$ cat src/rtl/cam_stream_capture.sv
// OV7670 byte-stream capture: packs byte pairs into RGB565 words and emits a
// frame-start token followed by exactly IMAGE_WIDTH*IMAGE_HEIGHT pixel words.
module cam_stream_capture #(
  parameter int          IMAGE_WIDTH  = 640,
  parameter int          IMAGE_HEIGHT = 480,
  parameter logic [15:0] PAD_PIXEL    = 16'h0000
) (
  input  logic        clk,
  input  logic        reset,
  input  logic        cam_vsync,
  input  logic        cam_href,
  input  logic [7:0]  cam_data,
  input  logic        queue_full,
  output logic        queue_wr_en,
  output logic [16:0] queue_data,
  output logic        frame_done,
  output logic        overflow,
  output logic        size_error
);
  localparam int CW = $clog2(IMAGE_WIDTH + 1);
  localparam int RW = $clog2(IMAGE_HEIGHT + 1);
  localparam int FW = $clog2(IMAGE_WIDTH * IMAGE_HEIGHT + 1);
  localparam logic [CW-1:0] W_MAX = CW'(IMAGE_WIDTH);
  localparam logic [RW-1:0] H_MAX = RW'(IMAGE_HEIGHT);
  localparam logic [16:0]   TOKEN = 17'h10000;
  localparam logic [16:0]   PAD_WORD = {1'b0, PAD_PIXEL};

  typedef enum logic [2:0] {
    WAIT_SYNC, START, WAIT_LINE, CAPTURE, LINE_PAD, FRAME_PAD, DROP
  } state_t;

  state_t        state_reg;
  logic          vs_reg, vs_prev_reg, hr_reg, hr_prev_reg;
  logic [7:0]    d_reg;
  logic [7:0]    pixel_hi_reg;
  logic          byte_phase_reg;
  logic          long_line_reg;
  logic          extra_seen_reg;
  logic [CW-1:0] col_cnt_reg;
  logic [RW-1:0] row_cnt_reg;
  logic [FW-1:0] fp_cnt_reg;
  logic          wr_en_reg, frame_done_reg, overflow_reg, size_error_reg;
  logic [16:0]   data_reg;
  logic          vs_fall, vs_rise, hr_rise;

  assign vs_fall = ~vs_reg & vs_prev_reg;
  assign vs_rise = vs_reg & ~vs_prev_reg;
  assign hr_rise = hr_reg & ~hr_prev_reg;

  always_ff @(posedge clk) begin
    if (reset) begin
      vs_reg      <= 1'b0;
      vs_prev_reg <= 1'b0;
      hr_reg      <= 1'b0;
      hr_prev_reg <= 1'b0;
      d_reg       <= 8'h00;
    end else begin
      vs_reg      <= cam_vsync;
      vs_prev_reg <= vs_reg;
      hr_reg      <= cam_href;
      hr_prev_reg <= hr_reg;
      d_reg       <= cam_data;
    end
  end

  always_ff @(posedge clk) begin
    if (reset) begin
      state_reg      <= WAIT_SYNC;
      pixel_hi_reg   <= 8'h00;
      byte_phase_reg <= 1'b0;
      long_line_reg  <= 1'b0;
      extra_seen_reg <= 1'b0;
      col_cnt_reg    <= '0;
      row_cnt_reg    <= '0;
      fp_cnt_reg     <= '0;
      wr_en_reg      <= 1'b0;
      data_reg       <= 17'h0;
      frame_done_reg <= 1'b0;
      overflow_reg   <= 1'b0;
      size_error_reg <= 1'b0;
    end else begin
      wr_en_reg      <= 1'b0;
      frame_done_reg <= 1'b0;
      size_error_reg <= 1'b0;
      case (state_reg)
        WAIT_SYNC: if (vs_fall) state_reg <= START;

        START: begin
          if (queue_full) begin
            overflow_reg <= 1'b1;
            state_reg    <= DROP;
          end else begin
            wr_en_reg      <= 1'b1;
            data_reg       <= TOKEN;
            row_cnt_reg    <= '0;
            extra_seen_reg <= 1'b0;
            state_reg      <= WAIT_LINE;
          end
        end

        // vs is tested as a level so a rise seen while a line was still
        // being closed or padded is not lost.
        WAIT_LINE: begin
          if (vs_reg) begin
            if (row_cnt_reg < H_MAX) begin
              size_error_reg <= 1'b1;
              fp_cnt_reg     <= FW'(IMAGE_WIDTH) * FW'(H_MAX - row_cnt_reg);
              state_reg      <= FRAME_PAD;
            end else begin
              frame_done_reg <= 1'b1;
              state_reg      <= WAIT_SYNC;
            end
          end else if (hr_rise) begin
            col_cnt_reg    <= '0;
            long_line_reg  <= 1'b0;
            pixel_hi_reg   <= d_reg;
            byte_phase_reg <= 1'b1;
            state_reg      <= CAPTURE;
          end
        end

        CAPTURE: begin
          if (!hr_reg || vs_reg) begin
            if (row_cnt_reg >= H_MAX) begin
              if (!extra_seen_reg) size_error_reg <= 1'b1;
              extra_seen_reg <= 1'b1;
              state_reg      <= WAIT_LINE;
            end else if (col_cnt_reg < W_MAX) begin
              size_error_reg <= 1'b1;
              state_reg      <= LINE_PAD;
            end else begin
              size_error_reg <= long_line_reg;
              row_cnt_reg    <= row_cnt_reg + 1'b1;
              state_reg      <= WAIT_LINE;
            end
          end else if (!byte_phase_reg) begin
            pixel_hi_reg   <= d_reg;
            byte_phase_reg <= 1'b1;
          end else begin
            byte_phase_reg <= 1'b0;
            if (row_cnt_reg < H_MAX) begin
              if (col_cnt_reg < W_MAX) begin
                if (queue_full) begin
                  overflow_reg <= 1'b1;
                  state_reg    <= DROP;
                end else begin
                  wr_en_reg   <= 1'b1;
                  data_reg    <= {1'b0, pixel_hi_reg, d_reg};
                  col_cnt_reg <= col_cnt_reg + 1'b1;
                end
              end else begin
                long_line_reg <= 1'b1;
              end
            end
          end
        end

        LINE_PAD: begin
          if (col_cnt_reg == W_MAX) begin
            row_cnt_reg <= row_cnt_reg + 1'b1;
            state_reg   <= WAIT_LINE;
          end else if (queue_full) begin
            overflow_reg <= 1'b1;
            state_reg    <= DROP;
          end else begin
            wr_en_reg   <= 1'b1;
            data_reg    <= PAD_WORD;
            col_cnt_reg <= col_cnt_reg + 1'b1;
          end
        end

        FRAME_PAD: begin
          if (fp_cnt_reg == '0) begin
            frame_done_reg <= 1'b1;
            state_reg      <= WAIT_SYNC;
          end else if (queue_full) begin
            overflow_reg <= 1'b1;
            state_reg    <= DROP;
          end else begin
            wr_en_reg  <= 1'b1;
            data_reg   <= PAD_WORD;
            fp_cnt_reg <= fp_cnt_reg - 1'b1;
          end
        end

        DROP: if (vs_rise) state_reg <= WAIT_SYNC;

        default: state_reg <= WAIT_SYNC;
      endcase
    end
  end

  assign queue_wr_en = wr_en_reg;
  assign queue_data  = data_reg;
  assign frame_done  = frame_done_reg;
  assign overflow    = overflow_reg;
  assign size_error  = size_error_reg;
endmodule
$ cat config.mk
export PLATFORM = sky130hd
export DESIGN_NAME = cam_stream_capture
export DESIGN_NICKNAME = d
export VERILOG_FILES = /design/src/rtl/cam_stream_capture.sv
export SDC_FILE = /design/constraint.sdc
export NUM_CORES = 1
export LEC_CHECK = 0
export ABC_CLOCK_PERIOD_IN_PS = 4100
export BUFFER_PORTS_ARGS = -buffer_cell sky130_fd_sc_hd__clkbuf_2
export CELL_PAD_IN_SITES_DETAIL_PLACEMENT = 1
export CELL_PAD_IN_SITES_GLOBAL_PLACEMENT = 1
export CORE_ASPECT_RATIO = 1.5
export CORE_MARGIN = 2
export CORE_UTILIZATION = 45
export DETAILED_ROUTE_END_ITERATION = 16
export PLACE_DENSITY = 0.9
export SLEW_MARGIN = 20
export SYNTH_ARGS = -nofsm -noshare
export SYNTH_HDL_FRONTEND = slang
export SYNTH_SLANG_ARGS = --single-unit
export TNS_END_PERCENT = 1
$ cat constraint.sdc
create_clock -name clk -period 4.1 [get_ports clk]
set_clock_uncertainty 0.1 [all_clocks]
set_input_delay 0.205 -clock clk [delete_from_list [all_inputs] [get_ports clk]]
set_output_delay 0.205 -clock clk [all_outputs]
set_load 0.01 [all_outputs]
== After elaboration in Yosys (flattened, before gate mapping) ==
Index checks and enable logic that the tools add are counted.

* Register bits after elaboration: 85
* Output and inout bits: 21
* Logic and storage cells: 178

* Add/subtract/negate cells: 4
* Multiply operators: 1
* Magnitude comparators: 3
* Eq/ne operators: 32
* Multiplexer cells: 94
* Bitwise gates (word level): 6
* Reduce and logical (&&, ||, !) cells: 20

{| class="wikitable"
|+ Operator list
! cell !! count
|-
| 2-to-1 mux 17 bit || 9
|-
| 2-to-1 mux 10 bit || 8
|-
| 2-to-1 mux 19 bit || 4
|-
| case mux 17 bit (4 select lines) || 1
|-
| 2-to-1 mux 3 bit || 15
|-
| 2-to-1 mux 9 bit || 5
|-
| inequality test 2 bit (second input constant) || 21
|-
| case mux 19 bit (2 select lines) || 1
|-
| 2-to-1 mux 1 bit || 36
|-
| 2-to-1 mux 8 bit || 4
|-
| case mux 10 bit (3 select lines) || 1
|-
| case mux 9 bit (3 select lines) || 1
|-
| case mux 3 bit (7 select lines) || 1
|-
| logical NOT 19 bit || 1
|-
| multiplier 3 x 19 -> 12 bit (first input constant) || 1
|-
| subtractor 19 x 1 -> 19 bit (second input constant) || 1
|-
| case mux 8 bit (2 select lines) || 1
|-
| AND reduction 7 bit || 2
|-
| inequality test 3 bit (second input constant) || 4
|-
| AND reduction 6 bit || 2
|-
| adder 10 x 1 -> 10 bit (second input constant) || 1
|-
| == test 10 bit (second input constant) || 1
|-
| less-than comparator 10 bit (second input constant) || 1
|-
| case mux 1 bit (2 select lines) || 5
|-
| other kinds (20) || 33
|}

== Logic depth before layout (Yosys ltp) ==
Gate-level depths: netlist of run 1.

* Word-level depth: 7
* Depth in mapped cells: 13
* Gate-level depth less buffers: 13

== Least setup slack after synthesis of run 1 ==
No wires, ideal clock.

* Path type: register to register
* Start: register row_cnt_reg[0]
* End: register fp_cnt_reg[18]
* Arrival: 2.705 ns
* Required time: 3.868 ns
* Setup slack: 1.163 ns
* Cell stages (with the launch flop): 13
* Buffers on the path: 0
* Path through: dfxtp_1 > inv_1 > ha_1 > inv_1 > nor3_1 > xnor2_1 > ha_1 > fa_1 > a211oi_1 > o21ai_0 > a31oi_1 > mux2i_1 > a21oi_1

* Longest elaborated chain between the ends: 5
* Elaborated cells on any way between the ends: 8

{| class="wikitable"
|+ RTL lines
! what !! line !! text
|-
| start: declaration || 40 || <nowiki>logic [RW-1:0] row_cnt_reg;</nowiki>
|-
| start signal: assignment || 133 || <nowiki>row_cnt_reg <= row_cnt_reg + 1'b1;</nowiki>
|-
| start signal: assignment || 160 || <nowiki>row_cnt_reg <= row_cnt_reg + 1'b1;</nowiki>
|-
| subtractor 9 x 9 -> 10 bit || 107 || <nowiki>fp_cnt_reg <= FW'(IMAGE_WIDTH) * FW'(H_MAX - row_cnt_reg);</nowiki>
|-
| multiplier 3 x 19 -> 12 bit || 107 ||
|-
| 2-to-1 mux 19 bit || 105 || <nowiki>if (row_cnt_reg < H_MAX) begin</nowiki>
|-
| 2-to-1 mux 19 bit || 104 || <nowiki>if (vs_reg) begin</nowiki>
|-
| case mux 19 bit (2 select lines) || 85 || <nowiki>case (state_reg)</nowiki>
|-
| end signal: assignment || 107 ||
|-
| end signal: assignment || 182 || <nowiki>fp_cnt_reg <= fp_cnt_reg - 1'b1;</nowiki>
|-
| end: declaration || 41 || <nowiki>logic [FW-1:0] fp_cnt_reg;</nowiki>
|}

Parallel ways exist; a longest one is shown, timed or not. The select of a mux whose other input is x is not followed.
A chain may end at the register's enable or synchronous reset.

== Worst setup path in the final report of run 1 ==
Same ends and word-level chain as after synthesis.

==> results.py, run 1 <==
metrics = {
    "timing": {
        "final-setup-viol-count": 0,
        "worst_slew_margin_rel_pct": 42.2,
        "final-hold-violation-count": 0,
        "grt_setup_unrepaired": "false",
        "max_freq_mhz": 285,
        "fin_crit_sh_pct": 85.5,
        "totalNegativeSetupSlack_ns": 0,
        "max_slew.worst_pin.slew_ns": 0.861,
        "period_minus_slack_ns": 3.51,
        "slew_violations": 0,
    },
    "global_routing": {
        "grt_overflow_total": 0,
        "first_pass_grt_wire_length_mm": 24.7,
        "met1_demand_to_capacity_share_in_global_routing_pct": 25.9,
        "most_crowded_layer_gr": "met2",
        "grt_use_met2_pct": 48.3,
        "antenna_violations_before_repair": 0,
        "met3_usage_pct": 3.82,
        "gr-usage-all-layers_pct": 24.9,
        "grt_max_degree": 34,
        "grt_pass1_vias": 5034,
    },
    "finish": {
        "areaGrowthSynthToFinish_pct": 12.0,
        "finish.cell_count_without_fillers": 776,
        "ratio_of_cells_with_drive_above_1_in_the_final_layout_pct": 14.3,
        "largest_reg_flops": 19,
        "n_antenna_cell": 0,
        "nets": 658,
        "final_common_cell": "sky130_fd_sc_hd__dfxtp_1",
        "most-common-layout-cells": "sky130_fd_sc_hd__dfxtp_1, sky130_fd_sc_hd__inv_1, sky130_fd_sc_hd__a21oi_1, sky130_fd_sc_hd__nor2_1, sky130_fd_sc_hd__nand2_1",
        "num-fill-cells": 1355,
    },
    "synthesis": {
        "netlist-cell-type-count": 77,
        "dominant_cells_by_area_after_synthesis": "sky130_fd_sc_hd__dfxtp_1, sky130_fd_sc_hd__ha_1, sky130_fd_sc_hd__a21oi_1, sky130_fd_sc_hd__inv_1, sky130_fd_sc_hd__nor2_1",
        "postSynthCellCount": 601,
        "ys_dominant_reg_cell": "sky130_fd_sc_hd__dfxtp_1",
        "synth_async_sr_flop_share_pct": 0,
        "synth-seq-area-share_pct": 33.4,
        "avgSynthCellArea_um2": 8.49,
        "ys_ff_latch": 85,
        "synth_enable_flop_cells": 0,
        "synthDominantAreaCellType": "sky130_fd_sc_hd__dfxtp_1",
        "yosysWarningCount": 0,
        "synth.top_cell.area_share_pct": 33.4,
        "syn_area_mm2": 0.00510,
        "syn_nets": 635,
    },
    "hold_path": {
        "worstHoldPathType": "input port to flip-flop",
    },
    "power_and_ir_drop": {
        "max-vdd-ir-drop_uv": 209,
        "p_int_uw": 1320,
        "power.net_switching_uw": 516,
        "netSwitchingFraction_pct": 28.1,
        "power.density_cell_area_mw_per_mm2": 321,
        "power.share.sequential_pct": 46.4,
        "leakage_uw": 0.00204,
        "comb_power_share_pct": 7.2,
        "clkPwrFrac_pct": 46.4,
    },
    "run_status": {
        "outcome": "finished clean",
    },
    "placement": {
        "place.detailed.instances": 750,
        "gp_routability_congestion": 0.910,
        "detail_placement_hpwl_mm": 10.5,
        "number_of_i_o_port_buffers": 33,
    },
    "clock_network": {
        "cts_root_buf": "sky130_fd_sc_hd__clkbuf_16",
        "clockBufferDepth": 2,
        "postCtsSetupBuffers": 0,
        "htree_levels": 3,
        "cts_hold_repair.buffers": 10,
        "tritoncts": "built",
        "worst_setup_hold_path_clk_slew_ns": 0.07,
        "cts-resized-gates": 0,
        "clk-insertion-delay-late_ns": 0.37,
        "clock-sinks": 85,
        "cts_buffers": 9,
    },
    "setup_path": {
        "cp_data_required_time_ns": 4.24,
        "cpPeakStageDelay_ns": 0.49,
        "worst_path_max_delay_cell": "sky130_fd_sc_hd__fa_1",
        "path_max_fanout": 7,
        "path_cells": "inv_1 -> ha_1 -> inv_1 -> nor3_1 -> xnor2_1 -> ha_1 -> fa_1 -> a211oi_1 -> o21ai_0 -> a31oi_1 -> mux2i_1 -> a21oi_1",
        "timing.setup.critical_path_class": "flip-flop to flip-flop",
        "arrival_ns": 3.64,
        "worstSetupStartpointType": "flip-flop",
        "critical_path.endpoint_type": "flip-flop",
    },
    "drt": {
        "drcViolationCount": 0,
        "ant_nets": 0,
        "initialDrtViolationCount": 211,
        "routed_wire_length_per_instance_um": 19.2,
        "num_vias": 4695,
        "detail_route.first_pass.iterations": 4,
        "vias_per_cell": 6.05,
        "detail_route.wirelength_mm": 14.9,
    },
    "floorplanning": {
        "die_area_mm2": 0.0122,
        "num_rows": 47,
        "fp.dieH_um": 134,
        "effective_utilization_at_floorplan_pct": 46.1,
        "die_width_um": 90.9,
        "num_io_pins": 34,
        "core_region_area_mm2": 0.0111,
    },
    "flow_run": {
        "maxCapViolations": 0,
    },
}
==> cells in the mapped netlist, drive strengths merged (6+ instances only) <==
library cell / number
o31ai: 22
nor4: 8
buf: 14
mux2i: 12
ha: 20
nand2b: 7
nor2b: 17
o32ai: 16
nand3: 17
o41ai: 6
nand4: 8
o21a: 7
or4: 13
xnor2: 9
o21ai: 25
dfxtp: 85
nand2: 36
nor3: 13
a21oi: 47
nor2: 44
or3: 10
inv: 53
o2111ai: 6
a211oi: 7
a31oi: 7
clkbuf: 22
==> layer usage <==
metal | share of wire [%] | routed length (um)
met5 | 0 | 0
met2 | 56 | 8310
met4 | 2.8 | 419
met1 | 40 | 5910
met3 | 1.9 | 290
==> power groups by stage <==
stage / clock network [uW] / registers (uW) / logic [uW]
CTS: 852 / 850 / 131
detailed placement: 0 / 869 / 121
global placement: 0 / 868 / 115
floorplan: 0 / 861 / 94.5
finish: 851 / 850 / 132
global route: 887 / 852 / 145
==> final timing paths <==
path                               start  slack (ns)                           to  depth (start not counted)
min reg2reg   long_line_reg$_SDFFE_PP0P_        0.38   long_line_reg$_SDFFE_PP0P_                          2
max          row_cnt_reg[0]$_SDFFE_PP0P_        0.59  fp_cnt_reg[18]$_SDFFE_PP0P_                         12
max reg2reg  row_cnt_reg[0]$_SDFFE_PP0P_        0.59  fp_cnt_reg[18]$_SDFFE_PP0P_                         12
min                                reset        0.01  fp_cnt_reg[10]$_SDFFE_PP0P_                          2
==> per-stage QoR <==
stage	hold WS, ns	utilization [%]	setup slack [ns]	instance area (um^2)	power [uW]
floorplan	0.233	-	1.16	5100	956
global placement	0.312	48.0	0.898	5310	984
detailed placement	0.321	48.0	0.669	5310	990
CTS	0.0124	51.6	0.625	5710	1830
global route	0.0370	51.7	0.368	5710	1880
finish	0.00969	51.7	0.594	5710	1830
==> worst max-delay path, delay by kind of cell, from the launching register on <==
family | cells | cell delay (ns)
fa+ha+maj | 3 | 1.07
compound gates | 4 | 0.95
flops | 1 | 0.44
xor+xnor | 1 | 0.33
buf+inv | 2 | 0.21
mux | 1 | 0.21
simple gates | 1 | 0.07
==> layout make-up <==
cell class | count | area [um^2] | area share, %
multi-input combinational | 427 | 3030 | 53.0
inverter | 53 | 199 | 3.48
tap | 147 | 184 | 3.22
sequential | 85 | 1700 | 29.8
clock inverter | 7 | 75.1 | 1.31
clock buffer | 9 | 225 | 3.94
timing repair buffer | 48 | 303 | 5.30
==> cells by family (layout without fill, tap and decap cells) <==
group | after synthesis | after routing | synth area share (%)
adders and majority gates | 21 | 21 | 5.30
and+or+nand+nor | 202 | 202 | 22.8
DFF | 85 | 85 | 33.4
muxes | 15 | 15 | 3.02
AOI/OAI and AO/OA | 175 | 175 | 25.7
buffers and inverters | 89 | 117 | 7.38
xor gates and xnor gates | 14 | 14 | 2.40
Note: power is estimated with default switching activity, not from simulation.
==> inputs of run 2 (changes only) <==
--- a/config.mk
+++ b/config.mk
@@ -12,6 +12,7 @@
 export CORE_ASPECT_RATIO = 1.5
 export CORE_MARGIN = 2
 export CORE_UTILIZATION = 45
+export CTS_BUF_LIST = sky130_fd_sc_hd__clkbuf_2 sky130_fd_sc_hd__clkbuf_4 sky130_fd_sc_hd__clkbuf_8
 export DETAILED_ROUTE_END_ITERATION = 16
 export PLACE_DENSITY = 0.9
 export SLEW_MARGIN = 20
==> run 2 against run 1 <==
  * Sequential share of layout area is 0.48 points higher
  * Design area decreased by 1.6%
  * Fmax shrank 0.34%
  * Routed wire length decreased by 2.2%
  * Sequential power about the same
  * Via count grew 0.72%
  * First-iteration DRC count increased by 25%
  * Clock-buffer cell count unchanged
  * Worst setup slack got worse by 0.012 ns
  * Critical path type unchanged
==> results.py, run 2 (synthesized netlist as in run 1, its figures left out) <==
metrics = {
    "clock_network": {
        "cts_hold_repair.buffers": 11,
        "clockBufferDepth": 2,
        "htree_levels": 3,
        "clock-sinks": 85,
        "cts-resized-gates": 0,
        "tritoncts": "built",
        "clk-insertion-delay-late_ns": 0.39,
        "worst_setup_hold_path_clk_slew_ns": 0.11,
        "postCtsSetupBuffers": 0,
        "cts_buffers": 9,
        "cts_root_buf": "sky130_fd_sc_hd__clkbuf_8",
    },
    "global_routing": {
        "gr-usage-all-layers_pct": 24.5,
        "grt_max_degree": 34,
        "antenna_violations_before_repair": 0,
        "grt_pass1_vias": 5051,
        "first_pass_grt_wire_length_mm": 24.5,
        "grt_overflow_total": 0,
    },
    "finish": {
        "num-fill-cells": 1381,
        "largest_reg_flops": 19,
        "n_antenna_cell": 0,
        "areaGrowthSynthToFinish_pct": 10.2,
        "nets": 659,
        "ratio_of_cells_with_drive_above_1_in_the_final_layout_pct": 14.3,
        "final_common_cell": "sky130_fd_sc_hd__dfxtp_1",
        "seq_area_mm2": 0.00170,
        "multiInputGateArea_mm2": 0.00303,
        "finish.cell_count_without_fillers": 777,
        "most-common-layout-cells": "sky130_fd_sc_hd__dfxtp_1, sky130_fd_sc_hd__inv_1, sky130_fd_sc_hd__a21oi_1, sky130_fd_sc_hd__nor2_1, sky130_fd_sc_hd__nand2_1",
        "design_area_mm2": 0.00562,
    },
    "hold_path": {
        "worstHoldPathType": "input port to flip-flop",
    },
    "timing": {
        "grt_setup_unrepaired": "false",
        "fin_crit_sh_pct": 85.8,
        "final-setup-viol-count": 0,
        "max_slew.worst_pin.slew_ns": 0.871,
        "totalNegativeSetupSlack_ns": 0,
        "worst_slew_margin_rel_pct": 41.5,
        "slew_violations": 0,
        "period_minus_slack_ns": 3.52,
        "final-hold-violation-count": 0,
        "max_freq_mhz": 284,
    },
    "setup_path": {
        "worst_path_max_delay_cell": "sky130_fd_sc_hd__fa_1",
        "path_cells": "inv_1 -> ha_1 -> inv_1 -> nor3_1 -> xnor2_1 -> ha_1 -> fa_1 -> a211oi_1 -> o21ai_0 -> a31oi_1 -> mux2i_1 -> a21oi_1",
        "path_max_fanout": 7,
        "worstSetupStartpointType": "flip-flop",
        "setup.reg_to_reg.worst_slack_ns": 0.58,
        "cp_data_required_time_ns": 4.27,
        "critical_path.endpoint_type": "flip-flop",
        "critical_path_buf_inv_count": 2,
        "cpPeakStageDelay_ns": 0.49,
        "path_delay_family": "adder cells",
        "arrival_ns": 3.68,
        "timing.setup.critical_path_class": "flip-flop to flip-flop",
    },
    "drt": {
        "detail_route.wirelength_mm": 14.6,
        "ant_nets": 0,
        "initialDrtViolationCount": 264,
        "drcViolationCount": 0,
        "detail_route.first_pass.iterations": 4,
        "num_vias": 4729,
        "routed_wire_length_per_instance_um": 18.8,
        "vias_per_cell": 6.09,
    },
    "floorplanning": {
        "num_rows": 47,
        "die_area_mm2": 0.0122,
        "core_region_area_mm2": 0.0111,
        "num_io_pins": 34,
        "die_width_um": 90.9,
        "effective_utilization_at_floorplan_pct": 46.1,
        "fp.dieH_um": 134,
    },
    "placement": {
        "detailed_place.area_mm2": 0.00531,
        "place.detailed.instances": 750,
        "number_of_i_o_port_buffers": 33,
        "detail_placement_hpwl_mm": 10.5,
        "gp_routability_congestion": 0.910,
    },
    "run_status": {
        "outcome": "finished clean",
    },
    "flow_run": {
        "maxCapViolations": 0,
    },
    "power_and_ir_drop": {
        "leakage_uw": 0.00200,
        "max-vdd-ir-drop_uv": 289,
        "power.density_cell_area_mw_per_mm2": 286,
    },
}
==> run 2: changes by cell type in the layout (fill, tap and decap cells not counted) <==
cell	change
sky130_fd_sc_hd__dlygate4sd3_1	+1
sky130_fd_sc_hd__clkbuf_8	+9
sky130_fd_sc_hd__clkbuf_16	-9
==> run 2: routing by layer <==
| layer | global-route usage, % | vias up | wire length (um) |
|---|---|---|---|
| met3 | 3.76 | 27 | 347 |
| met4 | 10.5 | 0 | 431 |
| met5 | 0 | - | 0 |
| met1 | 25.2 | 2348 | 5590 |
| li1 | - | 2263 | - |
| met2 | 48.0 | 91 | 8220 |
==> run 2: area by class of cell <==
class	instances	share of cell area, %
inverters	53	3.54
clock buffers	9	2.20
flip-flops and latches	85	30.3
clock inverters	7	1.34
multi-input cells	427	53.8
well taps	147	3.27
repair buffers	49	5.56
==> run 2: final timing paths <==
kind,start,end,depth (start not counted)
max,row_cnt_reg[0]$_SDFFE_PP0P_,fp_cnt_reg[18]$_SDFFE_PP0P_,12
min,queue_full,queue_wr_en$_SDFF_PP0_,2
max reg2reg,row_cnt_reg[0]$_SDFFE_PP0P_,fp_cnt_reg[18]$_SDFFE_PP0P_,12
min reg2reg,pixel_hi_reg[2]$_SDFFE_PP0P_,queue_data[10]$_SDFFE_PP0P_,2
==> run 2: metrics by stage <==
stage | total power (uW) | util, % | worst slack [ns] | hold WS [ns]
finish | 1610 | 50.8 | 0.583 | 0.146
global route | 1670 | 50.8 | 0.359 | 0.150
CTS | 1610 | 50.8 | 0.640 | 0.140
detailed placement | 990 | 48.0 | 0.669 | 0.321
global placement | 984 | 48.0 | 0.898 | 0.312
floorplan | 956 | - | 1.16 | 0.233
==> run 2: worst register-to-register path, cell delays in order, from the launching register on <==
cell,delay (ns)
sky130_fd_sc_hd__dfxtp_1,0.46
sky130_fd_sc_hd__inv_1,0.11
sky130_fd_sc_hd__ha_1,0.25
sky130_fd_sc_hd__inv_1,0.11
sky130_fd_sc_hd__nor3_1,0.07
sky130_fd_sc_hd__xnor2_1,0.32
sky130_fd_sc_hd__ha_1,0.33
sky130_fd_sc_hd__fa_1,0.49
sky130_fd_sc_hd__a211oi_1,0.38
sky130_fd_sc_hd__o21ai_0,0.23
sky130_fd_sc_hd__a31oi_1,0.26
sky130_fd_sc_hd__mux2i_1,0.21
sky130_fd_sc_hd__a21oi_1,0.08
==> run 2: where the power goes <==
group	switching (uW)	internal, uW	leakage [uW]
clock network	382	241	0.0000985
registers	15.0	836	0.000688
logic	81.7	50.2	0.00122
total	479	1130	0.00200
==> inputs of run 3 (changes only) <==
--- a/config.mk
+++ b/config.mk
@@ -5,16 +5,17 @@
 export SDC_FILE = /design/constraint.sdc
 export NUM_CORES = 1
 export LEC_CHECK = 0
+export ABC_AREA = 1
 export ABC_CLOCK_PERIOD_IN_PS = 4100
 export BUFFER_PORTS_ARGS = -buffer_cell sky130_fd_sc_hd__clkbuf_2
-export CELL_PAD_IN_SITES_DETAIL_PLACEMENT = 1
-export CELL_PAD_IN_SITES_GLOBAL_PLACEMENT = 1
+export CELL_PAD_IN_SITES_DETAIL_PLACEMENT = 2
+export CELL_PAD_IN_SITES_GLOBAL_PLACEMENT = 2
 export CORE_ASPECT_RATIO = 1.5
 export CORE_MARGIN = 2
-export CORE_UTILIZATION = 45
+export CORE_UTILIZATION = 35
 export CTS_BUF_LIST = sky130_fd_sc_hd__clkbuf_2 sky130_fd_sc_hd__clkbuf_4 sky130_fd_sc_hd__clkbuf_8
 export DETAILED_ROUTE_END_ITERATION = 16
-export PLACE_DENSITY = 0.9
+export PLACE_DENSITY = 0.95
 export SLEW_MARGIN = 20
 export SYNTH_ARGS = -nofsm -noshare
 export SYNTH_HDL_FRONTEND = slang
==> run 3 against run 2 <==
  * Utilization down 10 points
  * Hold slack got worse by 0.020 ns
  * Worst setup slack gained 0.15 ns
  * Clock-buffer cell count up 1
  * Non-clock buffer count is 2 lower
  * First-iteration DRC count shrank 10%
  * Synthesized cell count grew 31%
  * Via count grew 22%
  * Global-route usage is 6.7 points higher
  * Synthesized area is 0.64% lower
  * Critical endpoint unchanged
  * Largest power group unchanged
==> results.py, run 3 <==
metrics = {
    "power_and_ir_drop": {
        "power.density_cell_area_mw_per_mm2": 385,
        "max-vdd-ir-drop_uv": 241,
        "power.share.sequential_pct": 41.0,
        "power.net_switching_uw": 786,
        "p_int_uw": 1400,
        "comb_power_share_pct": 23.9,
        "leakage_uw": 0.00253,
        "clkPwrFrac_pct": 35.2,
        "netSwitchingFraction_pct": 35.9,
    },
    "floorplanning": {
        "die_area_mm2": 0.0155,
        "num_rows": 53,
        "effective_utilization_at_floorplan_pct": 36.0,
        "core_region_area_mm2": 0.0141,
        "fp.dieH_um": 151,
        "die_width_um": 102,
        "num_io_pins": 34,
    },
    "flow_run": {
        "maxCapViolations": 0,
    },
    "finish": {
        "ratio_of_cells_with_drive_above_1_in_the_final_layout_pct": 9.96,
        "num-fill-cells": 1751,
        "areaGrowthSynthToFinish_pct": 12.4,
        "largest_reg_flops": 19,
        "most-common-layout-cells": "sky130_fd_sc_hd__nand2_1, sky130_fd_sc_hd__nor2_1, sky130_fd_sc_hd__dfxtp_1, sky130_fd_sc_hd__inv_1, sky130_fd_sc_hd__a21oi_1",
        "nets": 852,
        "n_antenna_cell": 0,
        "final_common_cell": "sky130_fd_sc_hd__nand2_1",
    },
    "synthesis": {
        "postSynthCellCount": 786,
        "synth.cells.most_frequent": "sky130_fd_sc_hd__nand2_1, sky130_fd_sc_hd__nor2_1, sky130_fd_sc_hd__dfxtp_1, sky130_fd_sc_hd__inv_1, sky130_fd_sc_hd__a21oi_1",
        "ys_ff_latch": 85,
        "synth_async_sr_flop_share_pct": 0,
        "ys_dominant_reg_cell": "sky130_fd_sc_hd__dfxtp_1",
        "yosysWarningCount": 0,
        "netlist-cell-type-count": 38,
        "syn_area_mm2": 0.00507,
        "syn_nets": 820,
        "synth_enable_flop_cells": 0,
        "dominant_cells_by_area_after_synthesis": "sky130_fd_sc_hd__dfxtp_1, sky130_fd_sc_hd__nand2_1, sky130_fd_sc_hd__nor2_1, sky130_fd_sc_hd__a21oi_1, sky130_fd_sc_hd__nand3_1",
        "synthDominantAreaCellType": "sky130_fd_sc_hd__dfxtp_1",
        "avgSynthCellArea_um2": 6.45,
        "synth-seq-area-share_pct": 33.6,
        "synth.top_cell.area_share_pct": 33.6,
        "synth.most_common_cell": "sky130_fd_sc_hd__nand2_1",
    },
    "setup_path": {
        "critical_path.reg2reg.endpoint": "fp_cnt_reg[18]$_SDFFE_PP0P_",
        "path_delay_family": "simple AND/OR/NAND/NOR gates",
        "critical_path_depth": 15,
        "worst_path_max_delay_cell": "sky130_fd_sc_hd__dfxtp_1",
        "path_cells": "inv_1 -> ha_1 -> nand4_1 -> nand2_1 -> xnor2_1 -> nor2_1 -> a21oi_1 -> ha_1 -> a21oi_1 -> o21a_1 -> nand2_1 -> nor2_1 -> nor2_1 -> nor2_1 -> nor2_1",
        "setup_crit_start": "row_cnt_reg[0]$_SDFFE_PP0P_",
        "worstSetupStartpointType": "flip-flop",
        "critPathMostFrequentCell": "sky130_fd_sc_hd__nor2_1",
        "rr_startpoint": "row_cnt_reg[0]$_SDFFE_PP0P_",
        "setup.reg_to_reg.worst_slack_ns": 0.74,
        "cpPeakStageDelay_ns": 0.48,
        "path_max_fanout": 6,
        "critical_path_buf_inv_count": 1,
        "critical_path.endpoint_type": "flip-flop",
        "cp_data_required_time_ns": 4.29,
        "timing.setup.critical_path_class": "flip-flop to flip-flop",
        "r2r.worst_path.cells": 15,
        "worstSetupEndpoint": "fp_cnt_reg[18]$_SDFFE_PP0P_",
        "arrival_ns": 3.56,
    },
    "timing": {
        "max_freq_mhz": 297,
        "max_slew.worst_pin.slew_ns": 0.959,
        "worst_slew_margin_rel_pct": 35.8,
        "grt_setup_unrepaired": "false",
        "slew_violations": 0,
        "period_minus_slack_ns": 3.36,
        "fin_crit_sh_pct": 82.0,
        "final.setup.worst_slack_ns": 0.736,
        "totalNegativeSetupSlack_ns": 0,
        "final-setup-viol-count": 0,
        "final-hold-violation-count": 0,
    },
    "clock_network": {
        "clockBufferDepth": 2,
        "cts-resized-gates": 0,
        "cts_buffers": 9,
        "tritoncts": "built",
        "htree_levels": 3,
        "clock-sinks": 85,
        "worst_setup_hold_path_clk_slew_ns": 0.11,
        "clk-insertion-delay-late_ns": 0.40,
        "cts_root_buf": "sky130_fd_sc_hd__clkbuf_8",
    },
    "drt": {
        "routed_wire_length_per_instance_um": 23.0,
        "ant_nets": 0,
        "initialDrtViolationCount": 237,
        "drcViolationCount": 0,
        "detail_route.first_pass.iterations": 5,
        "vias_per_cell": 5.71,
        "num_vias": 5791,
        "detail_route.wirelength_mm": 23.4,
    },
    "placement": {
        "number_of_i_o_port_buffers": 33,
        "detail_placement_hpwl_mm": 13.9,
        "pre_cts_ws_ns": 1.02,
        "gp_routability_congestion": 0.839,
    },
    "global_routing": {
        "grt_pass1_vias": 6559,
        "grt_max_degree": 45,
        "antenna_violations_before_repair": 1,
        "first_pass_grt_wire_length_mm": 36.1,
        "grt_overflow_total": 0,
        "gr-usage-all-layers_pct": 31.1,
    },
    "run_status": {
        "outcome": "finished clean",
    },
    "hold_path": {
        "worstHoldPathType": "input port to flip-flop",
    },
}
## run 3: repair_timing
action,4_1_cts,5_1_grt
setup buffers,0,0
hold buffers,10,0
endpoints found under the hold margin,10,0
## run 3: power groups by stage
| stage | registers, uW | logic (uW) | clock network, uW |
|---|---|---|---|
| after floorplan | 910 | 300 | 0 |
| after global placement | 906 | 414 | 0 |
| after detailed placement | 910 | 447 | 0 |
| after CTS | 895 | 510 | 762 |
| after global routing | 899 | 563 | 803 |
| final | 897 | 522 | 771 |
## run 3: worst reg2reg max path, delay by kind of cell, from the launching register on
kind | cells | cell delay [ns]
AO/OA/AOI/OAI | 3 | 0.70
XOR/XNOR | 1 | 0.33
adder cells (fa/ha/maj) | 2 | 0.61
buffers and inverters | 1 | 0.13
flip-flops | 1 | 0.48
AND/OR/NAND/NOR | 8 | 0.91
## run 3: metrics by stage
stage                     instances  instance area [um^2]  power (uW)  hold WS, ns  util (%)
after floorplan                 786                  5070        1210        0.212         -
after global placement          989                  5360        1320        0.307      38.1
after detailed placement        989                  5360        1360        0.308      38.1
after CTS                      1015                  5700        2170        0.130      40.5
final                          1015                  5700        2190        0.127      40.5
after global routing           1015                  5700        2270        0.134      40.5
## run 3: how the worst min path moves through the flow
stage	startpoint	to	slack, ns	depth (start not counted)
floorplan	cam_data[0]	d_reg[0]$_SDFF_PP0_	0.21	2
global placement	cam_vsync	vs_reg$_SDFF_PP0_	0.31	3
detailed placement	cam_data[4]	d_reg[4]$_SDFF_PP0_	0.31	3
CTS	queue_full	row_cnt_reg[1]$_SDFFE_PP0P_	0.13	3
global route	queue_full	row_cnt_reg[1]$_SDFFE_PP0P_	0.13	3
finish	queue_full	row_cnt_reg[1]$_SDFFE_PP0P_	0.13	3
## run 3: cells by family (layout without fill, tap and decap cells)
logic type | Yosys count | count (layout) | synth area share (%)
xor+xnor | 17 | 17 | 2.94
simple gates | 432 | 432 | 36.3
buf+inv | 106 | 143 | 8.77
fa+ha+maj | 21 | 21 | 5.33
flops | 85 | 85 | 33.6
compound gates | 125 | 125 | 13.1
## run 3: layout make-up
type / instances / area, um^2 / share of cell area, %
Clock buffer: 10 / 138 / 2.42
Clock inverter: 6 / 100 / 1.76
Inverter: 80 / 300 / 5.27
Multi-Input combinational cell: 595 / 2920 / 51.3
Sequential cell: 85 / 1700 / 29.9
Tap cell: 192 / 240 / 4.22
Timing Repair Buffer: 47 / 295 / 5.18
## run 3: per-layer routing
layer / GRT usage (%) / up-vias / wire length, um / part of all wire [%]
li1: - / 2587 / - / -
met1: 30.3 / 2867 / 8430 / 36
met2: 58.0 / 215 / 12400 / 53
met3: 6.41 / 120 / 1020 / 4.4
met4: 20.3 / 2 / 1520 / 6.5
met5: 0 / - / 7 / 0.030
